==> config.mk <==
export PLATFORM = sky130hd
export DESIGN_NAME = hazard_fwd_unit
export DESIGN_NICKNAME = d
export VERILOG_FILES = /design/src/rtl/hazard_fwd_unit_pkg.sv /design/src/rtl/hazard_fwd_unit_sat_counter.sv /design/src/rtl/hazard_fwd_unit.sv
export SDC_FILE = /design/constraint.sdc
export NUM_CORES = 1
export LEC_CHECK = 0
export CORE_MARGIN = 2
export CORE_UTILIZATION = 39
export DETAILED_ROUTE_END_ITERATION = 8
export PLACE_DENSITY = 0.8
export SLEW_MARGIN = 20
export SYNTH_ARGS = -nofsm -noshare
export SYNTH_HDL_FRONTEND = slang
export SYNTH_HIERARCHICAL = 1
export SYNTH_SLANG_ARGS = --single-unit
==> constraint.sdc <==
create_clock -name Clk -period 5.7 [get_ports Clk]
set_clock_uncertainty 0.05 [all_clocks]
set_input_delay 1.14 -clock Clk [delete_from_list [all_inputs] [get_ports Clk]]
set_output_delay 1.14 -clock Clk [all_outputs]
set_load 0.02 [all_outputs]
==> src/rtl/hazard_fwd_unit_pkg.sv <==
// Shared pipeline encodings: hazard FSM states and ALU operand forward selects.
package hazard_fwd_unit_pkg;

  typedef enum logic [1:0] {
    HZ_RUN   = 2'b00,
    HZ_STALL = 2'b01,
    HZ_FLUSH = 2'b10
  } hz_state_e;

  localparam logic [1:0] FWD_RF  = 2'b00;
  localparam logic [1:0] FWD_MEM = 2'b10;
  localparam logic [1:0] FWD_WB  = 2'b01;

endpackage

==> src/rtl/hazard_fwd_unit_sat_counter.sv <==
// Saturating up-counter with synchronous active-high reset; holds at all-ones.
module sat_counter #(
  parameter int W = 16
) (
  input  logic         clk,
  input  logic         reset,
  input  logic         inc,
  output logic [W-1:0] count
);

  logic [W-1:0] count_r;

  // Count register: reset wins, then increment unless already saturated
  always_ff @(posedge clk) begin
    if (reset) begin
      count_r <= {W{1'b0}};
    end else if (inc && (count_r != {W{1'b1}})) begin
      count_r <= count_r + {{(W-1){1'b0}}, 1'b1};
    end else begin
      count_r <= count_r;
    end
  end

  assign count = count_r;

endmodule

==> src/rtl/hazard_fwd_unit.sv <==
// Pipeline hazard detection, operand forwarding, hazard state tracking and
// saturating stall/flush performance counters.
module hazard_fwd_unit
  import hazard_fwd_unit_pkg::*;
#(
  parameter int CNT_W = 16
) (
  input  logic             Clk,
  input  logic             Reset,
  input  logic [4:0]       ID_Rs,
  input  logic [4:0]       ID_Rt,
  input  logic             ID_UsesRt,
  input  logic [4:0]       EX_Rs,
  input  logic [4:0]       EX_Rt,
  input  logic             EX_MemRead,
  input  logic [4:0]       EX_WriteReg,
  input  logic             M_RegWrite,
  input  logic [4:0]       M_WriteReg,
  input  logic             M_BranchCon,
  input  logic             WB_RegWrite,
  input  logic [4:0]       WB_WriteReg,
  output logic             PCWrite,
  output logic             IFIDWrite,
  output logic             IDEXBubble,
  output logic             IFIDFlush,
  output logic             IDEXFlush,
  output logic             EXMEMFlush,
  output logic [1:0]       ForwardA,
  output logic [1:0]       ForwardB,
  output logic [1:0]       HzState,
  output logic [CNT_W-1:0] StallCnt,
  output logic [CNT_W-1:0] FlushCnt
);

  logic      load_use_s;
  logic      stall_inc_s;
  logic      pc_write_s;
  logic      ifid_write_s;
  logic      idex_bubble_s;
  logic      flush_s;
  logic [1:0] fwd_a_s;
  logic [1:0] fwd_b_s;
  hz_state_e state_r;
  hz_state_e state_next_s;

  assign load_use_s = EX_MemRead && (EX_WriteReg != 5'd0) &&
                      ((EX_WriteReg == ID_Rs) || (ID_UsesRt && (EX_WriteReg == ID_Rt)));

  // A taken branch squashes the stalled instruction anyway, so it overrides load-use
  assign stall_inc_s = load_use_s && !M_BranchCon;

  // Stall / flush control derived only from current-cycle inputs
  always_comb begin
    pc_write_s    = 1'b1;
    ifid_write_s  = 1'b1;
    idex_bubble_s = 1'b0;
    flush_s       = 1'b0;
    if (M_BranchCon) begin
      flush_s = 1'b1;
    end else if (load_use_s) begin
      pc_write_s    = 1'b0;
      ifid_write_s  = 1'b0;
      idex_bubble_s = 1'b1;
    end else begin
      flush_s = 1'b0;
    end
  end

  // Operand forwarding; the younger EX/MEM result wins over MEM/WB
  always_comb begin
    fwd_a_s = FWD_RF;
    fwd_b_s = FWD_RF;
    if (M_RegWrite && (M_WriteReg != 5'd0) && (M_WriteReg == EX_Rs)) begin
      fwd_a_s = FWD_MEM;
    end else if (WB_RegWrite && (WB_WriteReg != 5'd0) && (WB_WriteReg == EX_Rs)) begin
      fwd_a_s = FWD_WB;
    end else begin
      fwd_a_s = FWD_RF;
    end
    if (M_RegWrite && (M_WriteReg != 5'd0) && (M_WriteReg == EX_Rt)) begin
      fwd_b_s = FWD_MEM;
    end else if (WB_RegWrite && (WB_WriteReg != 5'd0) && (WB_WriteReg == EX_Rt)) begin
      fwd_b_s = FWD_WB;
    end else begin
      fwd_b_s = FWD_RF;
    end
  end

  // Next hazard state is independent of the current state
  always_comb begin
    state_next_s = HZ_RUN;
    if (M_BranchCon) begin
      state_next_s = HZ_FLUSH;
    end else if (load_use_s) begin
      state_next_s = HZ_STALL;
    end else begin
      state_next_s = HZ_RUN;
    end
  end

  // Hazard state register
  always_ff @(posedge Clk) begin
    if (Reset) begin
      state_r <= HZ_RUN;
    end else begin
      state_r <= state_next_s;
    end
  end

  sat_counter #(.W(CNT_W)) u_stall_cnt (
    .clk   (Clk),
    .reset (Reset),
    .inc   (stall_inc_s),
    .count (StallCnt)
  );

  sat_counter #(.W(CNT_W)) u_flush_cnt (
    .clk   (Clk),
    .reset (Reset),
    .inc   (M_BranchCon),
    .count (FlushCnt)
  );

  assign PCWrite    = pc_write_s;
  assign IFIDWrite  = ifid_write_s;
  assign IDEXBubble = idex_bubble_s;
  assign IFIDFlush  = flush_s;
  assign IDEXFlush  = flush_s;
  assign EXMEMFlush = flush_s;
  assign ForwardA   = fwd_a_s;
  assign ForwardB   = fwd_b_s;
  assign HzState    = state_r;

endmodule
# == Word-level counts from Yosys, hierarchy flattened ==
# Index checks and enable logic that the tools add are counted.
# word_totals
mem_bits_ro,0
register_bits,34
output_inout_bits,44
input_bits,42
latchBits,0
mem_bits_rw,0
n_memories,0
wordCells,43
# classes
eq_ne,8
n_shift,0
order_cmp,0
n_div,0
reduce_logical,18
n_mul,0
n_addsub,2
mux,11
n_bitwise,0
# op_table
op,n
"16-bit by 1-bit adder with 16-bit output, second input constant",2
"16-bit != test, second input constant",2
5-bit equality test,6
5-bit nonzero test,3
1-bit logical AND,12
1-bit 2-to-1 mux,8
2-bit 2-to-1 mux,3
2-bit OR reduction,1
1-bit zero test,1
1-bit logical OR,1

# == Depth between registers and ports, before layout ==
# Gate-level depths: netlist of run 1.
# depth
depth_word,6
mapped_depth,8
ltp_nobuf,8

# == By module ==
# The synthesis of run 1 kept the hierarchy.
# by_module_without_submodules
mod,instances,cells_per_inst,seq_area_each_um2,area_per_inst_um2
sat_counter,2,99,320.3,848.3
hazard_fwd_unit,1,58,40.0,484.2

# == Least setup slack after synthesis of run 1 ==
# OpenSTA, ideal clock, no wires.
# synth_timing
kind,input to output
from,in EX_WriteReg[4]
to,out IDEXBubble
required_ps,4510
slack_ps,1988
arrival_time_ps,2522
path_stages,4
n_path_buf,0
cell_sequence,xor2_1 -> nor4_1 -> a32oi_1 -> nor3_1
# synth_via
elab_chain_len,6
elab_cells_between_ends,9
classes_between,2 x eq/ne; 2 x mux; 5 x reduce/logical
# synth_lines
element,line_no,text
"start, declared",hazard_fwd_unit.sv:16,"input logic [4:0] EX_WriteReg,"
5-bit equality test,hazard_fwd_unit.sv:47,((EX_WriteReg == ID_Rs) || (ID_UsesRt && (EX_WriteReg == ID_Rt)));
1-bit logical AND,hazard_fwd_unit.sv:47,
1-bit logical OR,hazard_fwd_unit.sv:47,
1-bit logical AND *,hazard_fwd_unit.sv:46,assign load_use_s = EX_MemRead && (EX_WriteReg != 5'd0) &&
1-bit 2-to-1 mux *,hazard_fwd_unit.sv:60,end else if (load_use_s) begin
1-bit 2-to-1 mux *,hazard_fwd_unit.sv:58,if (M_BranchCon) begin
"end, declared",hazard_fwd_unit.sv:24,"output logic IDEXBubble,"
# Mark *: on every way between the ends. The rest lies on a longest branch, timed or not.

# == Final worst setup path of run 1 ==
# layout_timing
from,in M_WriteReg[3]
to,out ForwardA[0]
# layout_via
elab_chain_len,4
elab_cells_between_ends,5
classes_between,1 x eq/ne; 1 x mux; 3 x reduce/logical
# layout_lines
element,line_no,text
"start, declared",hazard_fwd_unit.sv:18,"input logic [4:0] M_WriteReg,"
5-bit nonzero test,hazard_fwd_unit.sv:73,if (M_RegWrite && (M_WriteReg != 5'd0) && (M_WriteReg == EX_Rs)) begin
1-bit logical AND,hazard_fwd_unit.sv:73,
1-bit logical AND *,hazard_fwd_unit.sv:73,
2-bit 2-to-1 mux *,hazard_fwd_unit.sv:73,
"end, declared",hazard_fwd_unit.sv:28,"output logic [1:0] ForwardA,"
# Marked as above.

==> results of run 1 <==
metrics by stage:
stage               setup WS [ps]  util (%)  power (mW)
CTS                          1163     58.52      0.5443
finish                       1169     58.52      0.5377
floorplan                    1988         -      0.2776
detailed placement           1177     56.52      0.3250
global route                 1020     58.52      0.5580
global placement             1203     56.52      0.3233
layout make-up:
cell class	instances	area, um^2
flip-flops and latches	34	680.7
multi-input cells	204	1415
well taps	72	90.09
inverters	6	22.52
repair buffers	87	865.8
clock buffers	5	68.82
fillers	531	2256
clock inverters	3	40.04
state kept, by name, indices dropped and copies added, names as in the netlist:
signal and count:
u_flush_cnt/count 16, u_stall_cnt/count 16, HzState 2
logic make-up after synthesis:
group / count (synthesis)
multiplexers: 4
XOR/XNOR: 34
AO/OA/AOI/OAI: 50
flip-flops: 34
buffers and inverters: 18
AND/OR/NAND/NOR: 114
adder cells (fa/ha/maj): 2
layer usage:
layer	GRT usage, %	up-vias	wire (um)
met5	0	-	0
met4	4.912	0	63
met3	4.091	5	288
met2	33.68	64	2896
met1	21.45	1038	2393
li1	-	1138	-
critical path, delay by kind of cell:
kind / cells / cell delay, ps
compound gates: 1 / 150
buf+inv: 2 / 1120
simple gates: 3 / 930
path summary, 6_finish.rpt:
| kind | from | endpoint | slack, ps | depth (start not counted) |
|---|---|---|---|---|
| min reg2reg | u_stall_cnt/count[1] | u_stall_cnt/count[1] | 480 | 2 |
| max | M_WriteReg[3] | ForwardA[0] | 1170 | 6 |
| min | u_stall_cnt/count[1] | u_stall_cnt/count[1] | 480 | 2 |
| max reg2reg | u_flush_cnt/count[13] | u_flush_cnt/count[11] | 3630 | 4 |
cell usage in the layout (no fill, tap or decap), drive strengths merged:
cell type | synthesis | routed
and4 | 6 | 6
nand4 | 8 | 8
nor2b | 5 | 5
nor4bb | 2 | 2
nor4 | 12 | 12
nor3 | 10 | 10
and3 | 2 | 2
buf | 8 | 2
dfxtp | 34 | 34
ha | 2 | 2
o21ai | 11 | 11
xor2 | 23 | 23
or4 | 19 | 19
clkinv | 0 | 2
nand2 | 14 | 14
o311ai | 2 | 2
o21a | 2 | 2
nand3 | 14 | 14
o31ai | 12 | 12
or3 | 7 | 7
clkdlybuf4s50 | 0 | 85
o41ai | 2 | 2
nor2 | 13 | 13
bufinv | 0 | 1
xnor2 | 11 | 11
inv | 6 | 6
mux2i | 2 | 2
mux2 | 2 | 2
clkbuf | 4 | 5
a32oi | 1 | 1
a21oi | 20 | 20
nand3b | 2 | 2
power breakdown:
| part | internal [mW] | total (mW) | switching [mW] | leakage, nW |
|---|---|---|---|---|
| logic | 0.0447 | 0.0781 | 0.0334 | 0.704 |
| clock network | 0.129 | 0.219 | 0.0901 | 0.0579 |
| registers | 0.239 | 0.241 | 0.00168 | 0.274 |
==> results by stage, run 1 <==
Status:
- The flow ran to the end, and the final reports show no timing, DRC or antenna violations.

Cells and area:
- The fraction of final layout cells with drive strength greater than 1 is 6.195%.
- Summing all non-filler instances in the final layout gives an area of 0.003183 mm^2.
- Relative to the synthesized area, the layout overhead comes to 45.96%.
- After the last flow step, the layout net total stands at 382.
- 0 antenna diodes ended up in the layout.
- Once layout is complete, the cells apart from fillers number 411.

Logic synthesis:
- The fraction of synthesized cell area taken by the top area cell type is 31.21%.
- For this run, the register share of the synthesized area comes to 31.21%.
- Of the total synthesized cell area, the portion taken by AND, OR, NAND and NOR gates is 34.02%.
- The commonest cells after synthesis are sky130_fd_sc_hd__dfxtp_1 (34), sky130_fd_sc_hd__xor2_1 (23), sky130_fd_sc_hd__a21oi_1 (20), sky130_fd_sc_hd__or4_1 (19), sky130_fd_sc_hd__nand3_1 (14).
- The fraction of the mapped netlist area in compound gates is 14.11%.
- When the netlist entered floorplanning its net count stood at 300.
- The share of synthesized registers carrying an async set or reset is 0%.
- Sorting the synthesized cells by area gives the leading types as sky130_fd_sc_hd__dfxtp_1 (31%), sky130_fd_sc_hd__xor2_1 (9.2%), sky130_fd_sc_hd__or4_1 (6.5%), sky130_fd_sc_hd__a21oi_1 (4.6%), sky130_fd_sc_hd__xnor2_1 (4.4%).
- The library cell with the highest instance count after synthesis is sky130_fd_sc_hd__dfxtp_1.
- The Yosys warning count is 6.
- The number of enable-type register cells in the synthesized netlist is 0.
- Summing the areas of all fa, ha and maj instances in the mapped netlist gives 1.147% of the synthesized area.
- The synthesized design contains 34 register bits.
- By area, the combinational part of the netlist is dominated by simple AND/OR/NAND/NOR gates.
- The number of different library cells used by synthesis comes to 37.
- In the synthesized netlist, the number of instances is 256.
- Summing every instance area after synthesis gives 0.002181 mm^2.
- After synthesis, the share of cell area in mux cells is 1.951%.
- The dominant synthesized flop cell is sky130_fd_sc_hd__dfxtp_1.
- The fraction of synthesized cell area in xor and xnor cells is 13.65%.
- Dividing the synthesized area by the synthesized cell count gives 8.519 um^2.
- sky130_fd_sc_hd__dfxtp_1 takes more of the synthesized area than any other cell.

Worst setup path:
- Data on the critical path is required at its endpoint by 4510 ps.
- The largest incremental delay on the critical path is 650 ps.
- The worst setup path is captured at a primary output.
- The startpoint type of the worst setup path is a primary input.
- The slowest stage of the critical path is the sky130_fd_sc_hd__clkdlybuf4s50_1 cell.
- Of all nets on the critical path, the largest fanout is 3.
- The cell type with the highest occurrence count on the critical path is sky130_fd_sc_hd__clkdlybuf4s50_1.
- Walking the worst path, the cells encountered are clkdlybuf4s50_1, or4_1, o21ai_2, nor4_1, nor4_2, clkdlybuf4s50_1.
- The class of the most critical setup path is in -> out.
- The arrival time reported for the critical path endpoint is 3340 ps.

Placement:
- At the end of routability-driven placement, the weighted congestion stood at 0.8863.
- The placed standard-cell area is 0.003074 mm^2.
- The sum of net half-perimeters after detailed placement is 4.330 mm.
- Port buffering added 85 buffers.
- The number of placed instances, taps included, is 403.

Routing:
- For this run, design rule violations remaining after detail routing come to 0.
- The number of design-rule violations left by the first detailed-router iteration is 92.
- Once detail routing completed, the nets flagged for antenna violations numbered 0.
- After detailed routing, the total wire length is 5.641 mm.
- The routed wirelength normalized by instance count is 13.73 um.
- Dividing the detail-routed via count by the number of cells gives 5.462.
- The number of vias in the routed layout is 2245.
- The number of optimization iterations in the first detailed-route pass is 4.

Min path:
- The type of the tightest min-delay check is reg -> reg.

Timing:
- The highest achievable clock rate is 220.7 MHz.
- The smallest hold slack is 476.4 ps.
- Headroom to the max-slew limit came out at 45.87%.
- The final number of max-transition violations is 0.
- The smallest clock period supported by the final layout is computed as 4531 ps.
- The final sum of negative setup slack is 0 ps.
- The final critical path takes up 79.49% of the cycle.
- Setup violations remaining at the end of the flow were counted as 0.
- The number of failing hold endpoints at the final stage is 0.
- The measured slew at the worst slew-check pin is 805.9 ps.
- Setup repair after global routing left no endpoint under its margin.

Global route:
- Entering global routing, the biggest net connects 37 pins.
- The all-layer global routing usage is 18.39%.
- The number of antenna violations at the first check in global routing was 0.
- The total overflow left after global routing is 0.
- The number of global-route vias before repair is 2106.
- The wire length of the first global-routing pass is 9.418 mm.

Floorplanning:
- The initial standard-cell utilization of the core is 40.10%.
- 86 I/O pins were placed.
- The die area is 0.006206 mm^2.
- The initialized floorplan defines 27 standard-cell rows.
- The core region is 0.005439 mm^2.
- The floorplan step set the die width to 78.78 um.
- The floorplan die height is 78.78 um.

CTS:
- Gates resized during post-CTS repair numbered 0.
- CTS saw 34 sinks.
- The clock-pin transition on the worst setup and hold timing paths is 70 ps.
- Clock tree synthesis inserted a total of 5 buffers.
- The number of H-tree levels is 2.
- The post-CTS setup buffer count is 0.
- The worst-skew pair later-pin latency is 290 ps.
- In this run, post-CTS hold repair placed 0 buffers.
- The longest clock path from root to sink contains 2 buffers.
- The CTS tree is yes.
- The root buffer cell is sky130_fd_sc_hd__clkbuf_8.

Job:
- Across the run, the number of max-cap violations was 0.

Power and ir drop:
- The worst-case IR drop observed on VDD is 0.07412 mV.
- Dividing total power by cell area gives a power density of 168.9 mW/mm^2.
- The standby leakage power is 1.037 nW.
Power figures use the tool's default switching activity.
==> inputs of run 2 (changes only) <==
==> constraint.sdc (replaced) <==
create_clock -name Clk -period 4.55 [get_ports Clk]
set_clock_uncertainty 0.05 [all_clocks]
set_input_delay 0.91 -clock Clk [delete_from_list [all_inputs] [get_ports Clk]]
set_output_delay 0.91 -clock Clk [all_outputs]
set_load 0.02 [all_outputs]
==> run 2 against run 1 <==
  * Combinational power up 27%
  * Global-route usage increased by 0.60 points
  * Clock power decreased by 8%
  * Wire length is 1.0% higher
  * Critical path type unchanged
  * Largest power group unchanged
==> results by stage, run 2 (synthesis gave the netlist of run 1 again) <==
Status:
- The run finished with clean final reports.

Timing:
- For this run, the top clock speed supported by timing is 243.2 MHz.
- The number of failing hold endpoints at the final stage was 0.
- For the pin with the worst max-slew slack, the measured transition is 983.1 ps.
- The smallest hold slack is 478.3 ps.
- After layout, the worst path uses 90.38% of the clock period.
- The worst pin sits at a relative slew slack of 34.26%.
- Adding up every negative setup slack in the final design gives 0 ps.
- The final critical delay including setup and external delays is 4112 ps.
- Setup repair after global routing left no endpoint under its margin.
- Setup violations remaining at the end of the flow were counted as 0.
- The final number of max-transition violations is 0.

Cells and area:
- The layout overhead on the synthesized area is 44.46%.
- The most common cell after layout, fill and taps aside is sky130_fd_sc_hd__clkdlybuf4s50_1.
- Leaving out fill and tap cells, the most frequent cells in the layout are sky130_fd_sc_hd__clkdlybuf4s50_1 (85), sky130_fd_sc_hd__dfxtp_1 (34), sky130_fd_sc_hd__xor2_1 (23).
- In the final layout, the share of cells above drive strength 1 is 5.325%.
- The number of antenna diodes in the final layout is 0.
- After filler insertion, the fill cell instance count of the layout stands at 485.
- Summing all multi-input logic gate instances after layout gives 0.001415 mm^2.
- The final layout contains 382 nets.
- The final cell count without fillers is 410.
- The post-layout utilization of the core is 57.93%.
- The finished cells cover 0.003151 mm^2.
- The footprint of the flip-flops and latches is 680.7 um^2.

CTS:
- The number of H-tree levels is 2.
- CTS placed an instance of sky130_fd_sc_hd__clkbuf_8 at the clock tree root.
- The CTS tree is yes.
- The worst-skew pair later-pin latency is 280 ps.
- No sink is reached through more buffers than the 2 on the longest clock path.
- The clock-pin transition on the worst setup and hold timing paths is 60 ps.
- The number of CTS-inserted buffers is 5.
- Once the clock tree was built, the resizer swapped 0 gates to a different size.
- CTS saw 34 sinks.
- The number of hold buffers added after CTS was 0.
- The post-CTS setup buffer count is 0.

Global route:
- The number of global-route vias before repair was 2160.
- Entering global routing, the biggest net connects 28 pins.
- Global routing used 18.98% of the available tracks.
- The number of antenna violations at the first check in global routing is 0.
- The first global-routing pass estimated 9.625 mm of wire.
- The overflow left after global routing is 0.

Power and ir drop:
- The analysis attributes to cell leakage a power of 1.017 nW.
- The sequential share of power is 50.1%.
- The internal power summed over all cells is 461.0 uW.
- The total power density per cell area is 191.1 mW/mm^2.
- The part of the total power dissipated in combinational logic is 16.4%.
- The power dissipated by switching net loads is 141.1 uW.
- The peak supply drop is 0.1083 mV.
- The switching power share of the total is 23.44%.
- Of the total power, the clock network draws 33.5%.

Min path:
- The worst hold path belongs to the class reg -> reg.
- In this run the most critical hold path is launched from u_flush_cnt/count[1].

Worst setup path:
- At the worst endpoint, the arrival time is 3150 ps.
- For this design, the slowest cell found on the critical path is sky130_fd_sc_hd__clkdlybuf4s50_1.
- The critical path startpoint is M_WriteReg[3].
- The largest single stage delay on the critical path is 660 ps.
- The startpoint identified for the worst register-to-register timing path is u_stall_cnt/count[13].
- The critical path in this run is classified as in -> out.
- The category of the worst setup path capture point is a primary output.
- Grouping stages by cell kind, the critical path spends the most delay in buffers and inverters.
- The startpoint type of the worst setup path is a primary input.
- In this design, the critical path's most frequently occurring cell is sky130_fd_sc_hd__clkdlybuf4s50_1.
- The worst-path maximum fanout is 3.
- STA puts the critical path data required time at 3590 ps.
- The critical path contains buffers and inverters numbering 2 combined.
- The signal on the critical path passes through clkdlybuf4s50_1, or4_1, o21ai_2, nor4_1, nor4_2, clkdlybuf4s50_1.

Placement:
- In this run the cell area measured after placement is 0.003074 mm^2.
- The sum of net half-perimeters after detailed placement is 4.408 mm.
- The number of buffer cells added on primary ports is 85.
- Routability-driven placement finished with a final weighted congestion of 0.8893.
- After detailed placement, the design holds a cell count of 403.

Floorplanning:
- The I/O pin count is 86.
- The die area is 0.006206 mm^2.
- From left edge to right edge, the die measures 78.78 um.
- For this configuration, the core starts out at a cell density of 40.10%.
- In this run the core area contains 27 standard-cell rows.
- The die is 78.78 um tall.
- The floorplan step defined a core boundary enclosing 0.005439 mm^2.

Routing:
- For this run, the detailed router's first-pass iteration total came to 4.
- The number of nets still failing antenna checks after routing is 0.
- In the routed design, unresolved DRC markers number 0.
- The routed wirelength normalized by instance count is 13.90 um.
- Using the TritonRoute via totals, the vias-per-cell ratio works out to 5.546.
- The final layout contains routed wiring with a total length of 5.699 mm.
- The final route contains 2274 vias.
- The detailed router finished its first iteration with 119 violations.

Job:
- The number of maximum-capacitance constraint violations is 0.
## run 2: cell types whose count changed in the layout (fill, tap and decap cells not counted)
cell | before | now
sky130_fd_sc_hd__clkinv_2 | 2 | 0
sky130_fd_sc_hd__bufinv_16 | 1 | 0
sky130_fd_sc_hd__clkbuf_1 | 0 | 2
## run 2: through the flow
stage	total power, mW	setup slack (ps)
floorplan	0.3477	1186
CTS	0.6121	414.7
detailed placement	0.4078	417.7
finish	0.6021	437.6
global placement	0.4053	440.0
global route	0.6361	282.5
## run 2: area by class of cell
cell class	instances	area share, %
flip-flops and latches	34	21.60
repair buffers	87	27.48
clock buffers	7	2.423
inverters	6	0.7149
multi-input cells	204	44.92
well taps	72	2.859
## run 2: worst reg2reg max path, cell delays in order, from the launching register on
cell                       delay [ps]
sky130_fd_sc_hd__dfxtp_1          440
sky130_fd_sc_hd__nand4_1          230
sky130_fd_sc_hd__nor4_4           780
sky130_fd_sc_hd__nor4bb_1         160
sky130_fd_sc_hd__mux2_2           300
## run 2: power groups by stage
| stage | logic [mW] | clock network (mW) | registers (mW) |
|---|---|---|---|
| 3_3_place_gp | 0.0970 | 0 | 0.308 |
| 3_5_place_dp | 0.0994 | 0 | 0.308 |
| 6_report | 0.0989 | 0.201 | 0.302 |
| 2_1_floorplan | 0.0372 | 0 | 0.311 |
| 4_1_cts | 0.0996 | 0.211 | 0.302 |
| 5_1_grt | 0.107 | 0.227 | 0.302 |
## run 2: per-layer routing
layer	vias up	track usage (%)	wire (um)
li1	1136	-	-
met1	1030	23.08	2381
met2	104	32.39	2842
met3	4	4.773	434
met4	0	6.842	41
met5	-	0	0
## run 2: path summary, 6_finish.rpt
path	to	slack [ps]	depth (start not counted)
setup / recovery	ForwardA[0]	440	6
hold / removal	u_flush_cnt/count[1]	480	2
setup reg to reg	u_stall_cnt/count[11]	2470	4
hold reg to reg	u_flush_cnt/count[1]	480	2
